File: src/rtl/shared_reg_arbiter.sv
// Round-robin arbiter and write controller for one shared WIDTH-bit register.
// One requester owns the register at a time; only its writes are applied,
// and ownership is forcibly withdrawn after MAX_HOLD consecutive cycles.
module shared_reg_arbiter #(
  parameter int NUM_REQ  = 4,
  parameter int WIDTH    = 8,
  parameter int MAX_HOLD = 15
) (
  input  logic                       clock,
  input  logic                       reset,
  input  logic [NUM_REQ-1:0]         req,
  input  logic [NUM_REQ-1:0]         wr_en,
  input  logic [NUM_REQ*WIDTH-1:0]   wr_data,
  output logic [NUM_REQ-1:0]         grant,
  output logic [2:0]                 owner,
  output logic                       busy,
  output logic [WIDTH-1:0]           reg_q,
  output logic                       timeout
);

  typedef enum logic {IDLE, GRANTED} state_t;

  state_t               state_q, state_d;
  logic [NUM_REQ-1:0]   grant_q, grant_d;
  logic [2:0]           owner_q, owner_d;
  logic [2:0]           start_q, start_d;
  logic [7:0]           hold_q, hold_d;
  logic [WIDTH-1:0]     shared_q, shared_d;
  logic                 timeout_q, timeout_d;

  logic [2*NUM_REQ-1:0] req_rot;
  logic                 pick_found;
  logic [2:0]           pick_idx;
  int                   scan_sum;
  int                   next_start;
  logic                 owner_req;
  logic                 owner_wr;
  logic [WIDTH-1:0]     owner_data;

  // Round-robin pick: first asserted request at or after the start pointer.
  always_comb begin
    pick_found = 1'b0;
    pick_idx   = '0;
    scan_sum   = 0;
    req_rot    = {req, req} >> start_q;
    for (int k = 0; k < NUM_REQ; k++) begin
      if (!pick_found && req_rot[k]) begin
        pick_found = 1'b1;
        scan_sum   = int'(start_q) + k;
        if (scan_sum >= NUM_REQ) scan_sum = scan_sum - NUM_REQ;
        pick_idx   = 3'(scan_sum);
      end
    end
    next_start = int'(pick_idx) + 1;
    if (next_start >= NUM_REQ) next_start = 0;
  end

  // Current owner's request, write strobe and data, selected by the one-hot grant.
  always_comb begin
    owner_req  = |(req & grant_q);
    owner_wr   = |(wr_en & grant_q);
    owner_data = '0;
    for (int i = 0; i < NUM_REQ; i++) begin
      if (grant_q[i]) owner_data = wr_data[i*WIDTH +: WIDTH];
    end
  end

  // Next-state logic for ownership, hold counter and the shared register.
  always_comb begin
    state_d   = state_q;
    grant_d   = grant_q;
    owner_d   = owner_q;
    start_d   = start_q;
    hold_d    = hold_q;
    shared_d  = shared_q;
    timeout_d = 1'b0;
    case (state_q)
      IDLE: begin
        grant_d = '0;
        if (pick_found) begin
          state_d = GRANTED;
          grant_d = NUM_REQ'(1) << pick_idx;
          owner_d = pick_idx;
          start_d = 3'(next_start);
          hold_d  = 8'd1;
        end
      end
      GRANTED: begin
        if (!owner_req) begin
          state_d = IDLE;
          grant_d = '0;
        end else begin
          if (owner_wr) shared_d = owner_data;
          if (hold_q == 8'(MAX_HOLD)) begin
            state_d   = IDLE;
            grant_d   = '0;
            timeout_d = 1'b1;
          end else begin
            hold_d = hold_q + 8'd1;
          end
        end
      end
      default: begin
        state_d = IDLE;
        grant_d = '0;
      end
    endcase
  end

  // State register with synchronous active-low reset.
  always_ff @(posedge clock) begin
    if (!reset) begin
      state_q   <= IDLE;
      grant_q   <= '0;
      owner_q   <= '0;
      start_q   <= '0;
      hold_q    <= '0;
      shared_q  <= '0;
      timeout_q <= 1'b0;
    end else begin
      state_q   <= state_d;
      grant_q   <= grant_d;
      owner_q   <= owner_d;
      start_q   <= start_d;
      hold_q    <= hold_d;
      shared_q  <= shared_d;
      timeout_q <= timeout_d;
    end
  end

  assign grant   = grant_q;
  assign owner   = owner_q;
  assign busy    = (state_q == GRANTED);
  assign reg_q   = shared_q;
  assign timeout = timeout_q;

endmodule
File: config.mk
export PLATFORM = sky130hd
export DESIGN_NAME = shared_reg_arbiter
export DESIGN_NICKNAME = d
export VERILOG_FILES = /design/src/rtl/shared_reg_arbiter.sv
export SDC_FILE = /design/constraint.sdc
export NUM_CORES = 1
export LEC_CHECK = 0
export BUFFER_PORTS_ARGS = -buffer_cell sky130_fd_sc_hd__buf_2
export CORE_AREA = 2 2 68 70
export DETAILED_ROUTE_END_ITERATION = 8
export DIE_AREA = 0 0 70 72
export PLACE_DENSITY_LB_ADDON = 0.2
export SYNTH_ARGS = -nofsm -noshare
export SYNTH_HDL_FRONTEND = slang
export SYNTH_SLANG_ARGS = --single-unit
File: constraint.sdc
create_clock -name clock -period 6.25 [get_ports clock]
set_clock_uncertainty 0.15 [all_clocks]
set_input_delay 0.625 -clock clock [delete_from_list [all_inputs] [get_ports clock]]
set_output_delay 0.625 -clock clock [all_outputs]
set_load 0.03 [all_outputs]
* Word level (Yosys, flattened, before mapping)
Index checks and enable logic that the tools add are counted.
Cells by class: $add $sub $neg 9, order comparisons 5, equality and inequality tests 5, shift operators 2, muxes and demuxes 30, bitwise operators 3, reductions and logical operators 12
Operators by type and width (count):
- 2-to-1 mux 8 bit | 7
- 2-to-1 mux 3 bit | 9
- greater-or-equal comparator 4 x 3 -> 1 bit (second input constant) | 4
- one-hot mux 8 bit (2 select lines) | 1
- 2-to-1 mux 4 bit | 3
- subtractor 3 bit (second input constant) | 4
- AND reduction 3 bit | 3
- adder 3 x 1 -> 4 bit (second input constant) | 2
- adder 3 x 2 -> 4 bit (second input constant) | 2
- adder 8 x 1 -> 8 bit (second input constant) | 1
- AND 4 bit | 2
- equality test 8 x 4 -> 1 bit (second input constant) | 1
- 2-to-1 mux 1 bit | 8
- one-hot mux 4 bit (2 select lines) | 1
- OR reduction 4 bit | 2
- right shift 8 x 3 -> 4 bit | 1
- != test 2 bit (second input constant) | 2
- left shift 1 x 3 -> 4 bit (first input constant) | 1
- greater-or-equal comparator 3 bit (second input constant) | 1
- logical AND 1 bit | 3
- zero test 1 bit | 3
- != test 3 x 2 -> 1 bit (second input constant) | 1
- != test 2 x 1 -> 1 bit (second input constant) | 1
- one-hot mux 1 bit (2 select lines) | 1
- other kinds (2) | 2
Word-level totals: bits in registers 28, input bits 42, output and inout port bits 17, logic and storage cells 73

* Depth between registers and ports, before layout
depth after elaboration 14, depth in mapped cells 12, depth with buffers taken out 11

* Worst setup path before layout
Ideal clock, no wire load.
path type input -> register, start in req[1], end reg start_q[1], setup time 71 ps, arrival 2496 ps, required time 6029 ps, slack 3533 ps, cell stages on the path 9, path buffers 0, cell sequence mux2_4 -> a311o_1 -> and2_1 -> a211oi_2 -> inv_1 -> ha_1 -> ha_1 -> nand4b_1 -> a21oi_1
On the way: word-level cells in the longest chain between the ends 14, elaborated cells between the ends (all ways) 19, those cells by class add/sub: 1; order compare: 1; shift: 1; mux: 9; reduce/logical: 7
RTL lines:
- start: declaration | line 11 | input logic [NUM_REQ-1:0] req,
- right shift 8 x 3 -> 4 bit (*) | line 45 | req_rot = {req, req} >> start_q;
- 2-to-1 mux 1 bit | line 47 | if (!pick_found && req_rot[k]) begin
- zero test 1 bit | line 47
- logical AND 1 bit | line 47
- 2-to-1 mux 1 bit | line 47
- zero test 1 bit | line 47
- logical AND 1 bit | line 47
- 2-to-1 mux 1 bit | line 47
- zero test 1 bit | line 47
- logical AND 1 bit | line 47
- 2-to-1 mux 3 bit (*) | line 47
- net pick_idx[1] | line 33 | logic [2:0] pick_idx;
- adder 3 x 1 -> 4 bit (*) | line 54 | next_start = int'(pick_idx) + 1;
- greater-or-equal comparator 4 x 3 -> 1 bit | line 55 | if (next_start >= NUM_REQ) next_start = 0;
- 2-to-1 mux 3 bit (*) | line 55
- end signal: assignment | line 124 | start_q <= start_d;
- end: declaration | line 26 | logic [2:0] start_q, start_d;
Mark *: on every way through the listed nets, which the timed path passes. The rest lies on a longest branch. A chain may end at the register's enable or synchronous reset.

* Worst setup path after layout
start reg start_q[0], end reg start_q[1]
On the way: word-level cells in the longest chain between the ends 14, elaborated cells between the ends (all ways) 34, those cells by class add/sub: 8; order compare: 5; shift: 1; mux: 13; reduce/logical: 7
RTL lines (line):
- branches (longest 10 deep; another with adder 3 x 1 -> 4 bit)
- 2-to-1 mux 3 bit (*) | 47
- net pick_idx[1] | 33
- adder 3 x 1 -> 4 bit (*) | 54
- greater-or-equal comparator 4 x 3 -> 1 bit | 55
- 2-to-1 mux 3 bit (*) | 55
Mark *: on every way through the listed nets, which the timed path passes.

==> results.md <==
- CTS Hold Buffers Added: 0
- Max Slew Vio Count: 0
- Fillers: roughly 460
- Pwr dens: 295 mW/mm2
- First drt pass iteration count: 4
- GRT Resource Usage Total: between 10% and 20%
- Min Tclk post-route: ~3 ns
- Critical path capture point type: register
- NetSw: ~240 uW
- Leakage power: around 0.00084 uW
- Vias in the first global route: around 1.4k
- Asr flop ratio synth: 0%
- Max Freq: between 300 and 400 MHz
- Most frequent CP cell: ha_1
- Initial antenna violation count: 0
- P_int: around 360 uW
- Site row count: 24
- Seq. cell area: between 500 and 600 um2
- Max VDD drop: between 0.1 and 0.15 mV
- Type of the worst setup path: register to register
- Clock power share: a little under a fifth
- First-pass GRT wire length: about 7000 um
- Yosys cell types: between 40 and 50
- Sequential power share: 39.5%
- CP Launch Type: register
- Post-CTS Resized: 0
- Die W: around 70 um
- Initial core utilization: 39.5%
- Final setup TNS: 0 ns
- RSZ-0062 raised after global routing: no
- Sequential-to-total area share from yosys stat: 33.3%
- Setup Viol. Count Final: 0
- Post-CTS Setup Inserts: 0
- Yosys top cell by area: dfxtp_1
- Worst path arrival time: approximately 3 ns
- Mapped Nets: ~250
- CTS tree: yes
- ANT cells: 0
- Comb pwr share: between 40% and 50%
- Worst-path clk slew: around 0.090 ns
- Synth top area cells: dfxtp_1, a21oi_1, ha_1
- Hold Vio Cnt, Final: 0
- Vias: ~1.6k
- Final Cycle Share: 47.3%
- Most used flip-flop cell after synthesis: dfxtp_1
- MaxCap Viol Count: 0
- CTS root buffer: clkbuf_8
- H-tree levels: 1
- Post-DR wirelength/cell: between 10 and 15 um
- Final WL: 4190 um
- Initial DRC count: a little under 70
- Largest net degree at the start of global routing: 21
- P&R area growth vs syn: 20.8%
- Most common cell in the netlist: dfxtp_1
- HP Class: register to register
- Flops & latches, synth: 28
- # port buffers: 58
- Post-synth top cells: dfxtp_1, a21oi_1, nor2_1, a211oi_1
- Worst slew margin: about 30%
- Synth Cell Area: approximately 0.0017 mm2
- CP required: approximately 6.3 ns
- Switching part of the total: roughly 40%
- Synth Warn #: 0
- Area of the multi-input gates: a little over 0.001 mm2
- Critical Path Start: start_q[0]
- Share of cells above drive strength 1: 28.0%
- Slowest CP cell: dfxtp_1
- Yosys top cell area share: roughly 33%
- Crit-path max cell delay: between 0.6 and 0.7 ns
- Post-synth EDFFs: 0
- Status: complete, no violations
- Drt drc: 0
- Die height: 72 um
- DP Wirelength: slightly above 3000 um
- Vias per inst: between 5 and 6
- Global placement routability congestion: between 0.8 and 0.9
- Avg Cell Area, Syn: approximately 8.2 um2
- Core area: 0.00426 mm2
- Fin nets: just over 300
- Synthesized instance count: between 200 and 250
- Finished Core Util: a little under half
- Worst-path fanout max: 13
- CTS Sinks: 28
- Min-Delay Startpoint: owner[2]
- Slew @ Worst Pin: about 1.0 ns
- Critical path, cell by cell: mux2_4 -> a311o_1 -> and2_1 -> a211oi_2 -> inv_1 -> ha_1 -> ha_1 -> nand4b_1 -> a21oi_1
- Clk buf depth: 2
- Clock Latency Late Sink: between 0.2 and 0.3 ns
- CTS Buf Count: 3
- Ports: a little under 60
- Die area: approximately 0.005 mm2
- Post-route ant nets: 0
- Worst reg2reg path startpoint: start_q[0]
- Global route overflow: 0
## final cells by class
cell class	count	area share (%)
Inverter	10	1.85
Clock buffer	4	2.71
Multi-Input combinational cell	154	50.4
Sequential cell	28	27.6
Timing Repair Buffer	58	14.3
Tap cell	52	3.20
## layout by cell type (no fill, tap or decap), types with 2 or more instances in the layout
cell,synthesis,layout
nand2b_1,4,4
clkbuf_8,0,4
nand3_1,10,10
buf_2,3,58
o21ai_0,5,5
a22oi_1,3,3
a22o_1,2,2
a21oi_1,22,22
ha_1,7,7
xor2_1,5,5
dfxtp_1,28,28
o211ai_1,2,2
nand2_1,10,10
inv_1,9,9
a211oi_1,11,11
nor2_1,17,17
nor3_1,10,10
a221oi_1,8,8
a211oi_2,4,4
nor2b_1,9,9
o21a_1,3,3
and3_1,2,2
## metal layers
layer | GRT usage [%] | vias up | wire, um
met3 | 3.89 | 4 | 322
li1 | - | 846 | -
met1 | 21.5 | 732 | 1880
met2 | 28.5 | 60 | 1940
met4 | 4.70 | 0 | 53
met5 | 0 | - | 0
## power by group through the flow
stage	Combinational, uW	Sequential (uW)	Clock [uW]
6_report	252	237	111
5_1_grt	283	242	120
4_1_cts	254	237	116
3_5_place_dp	251	240	0
3_3_place_gp	254	241	0
2_1_floorplan	189	239	0
## sequential cells by signal (all words and copies together) (netlist names)
signal and count:
timeout 1, start_q 3, grant 4, busy 1
reg_q 8, owner 3, hold_q 8
## cell families (layout without fill, tap and decap cells)
logic type                 after synthesis  count (layout)  share of synthesized area [%]
adders and majority gates                7               7                           5.20
AOI/OAI and AO/OA                       66              66                           27.9
and+or+nand+nor                         71              71                           21.6
xor gates and xnor gates                 6               6                           3.12
DFF                                     28              28                           33.3
muxes                                    3               3                           2.90
other                                    1               1                          0.223
buffers and inverters                   22              72                           5.80
## per-stage QoR
step                      hold WS, ns  std cells  setup slack, ns  area (um2)  power [uW]
after floorplan                 0.323        204             3.53        1680         428
after global placement          0.263        302             3.28        1980         495
after detailed placement        0.265        302             3.21        1980         492
after CTS                       0.279        306             3.31        2030         606
after global routing            0.294        306             3.14        2030         645
final                           0.276        306             3.30        2030         599
## worst max-delay path, delay by kind of cell (launching register included)
family | cells | cell delay, ns
and+or+nand+nor | 2 | 0.26
DFF | 1 | 0.61
AOI/OAI and AO/OA | 3 | 0.91
muxes | 1 | 0.36
adders and majority gates | 2 | 0.47
buffers and inverters | 1 | 0.12
## path summary, 6_finish.rpt
| path | to | slack, ns | depth (start not counted) |
|---|---|---|---|
| worst min-delay path | owner[2] | 0.28 | 2 |
| worst min register to register | owner[2] | 0.28 | 2 |
| worst max-delay path | start_q[1] | 3.30 | 9 |
| worst max register to register | start_q[1] | 3.30 | 9 |
Note: power is estimated with default switching activity, not from simulation.
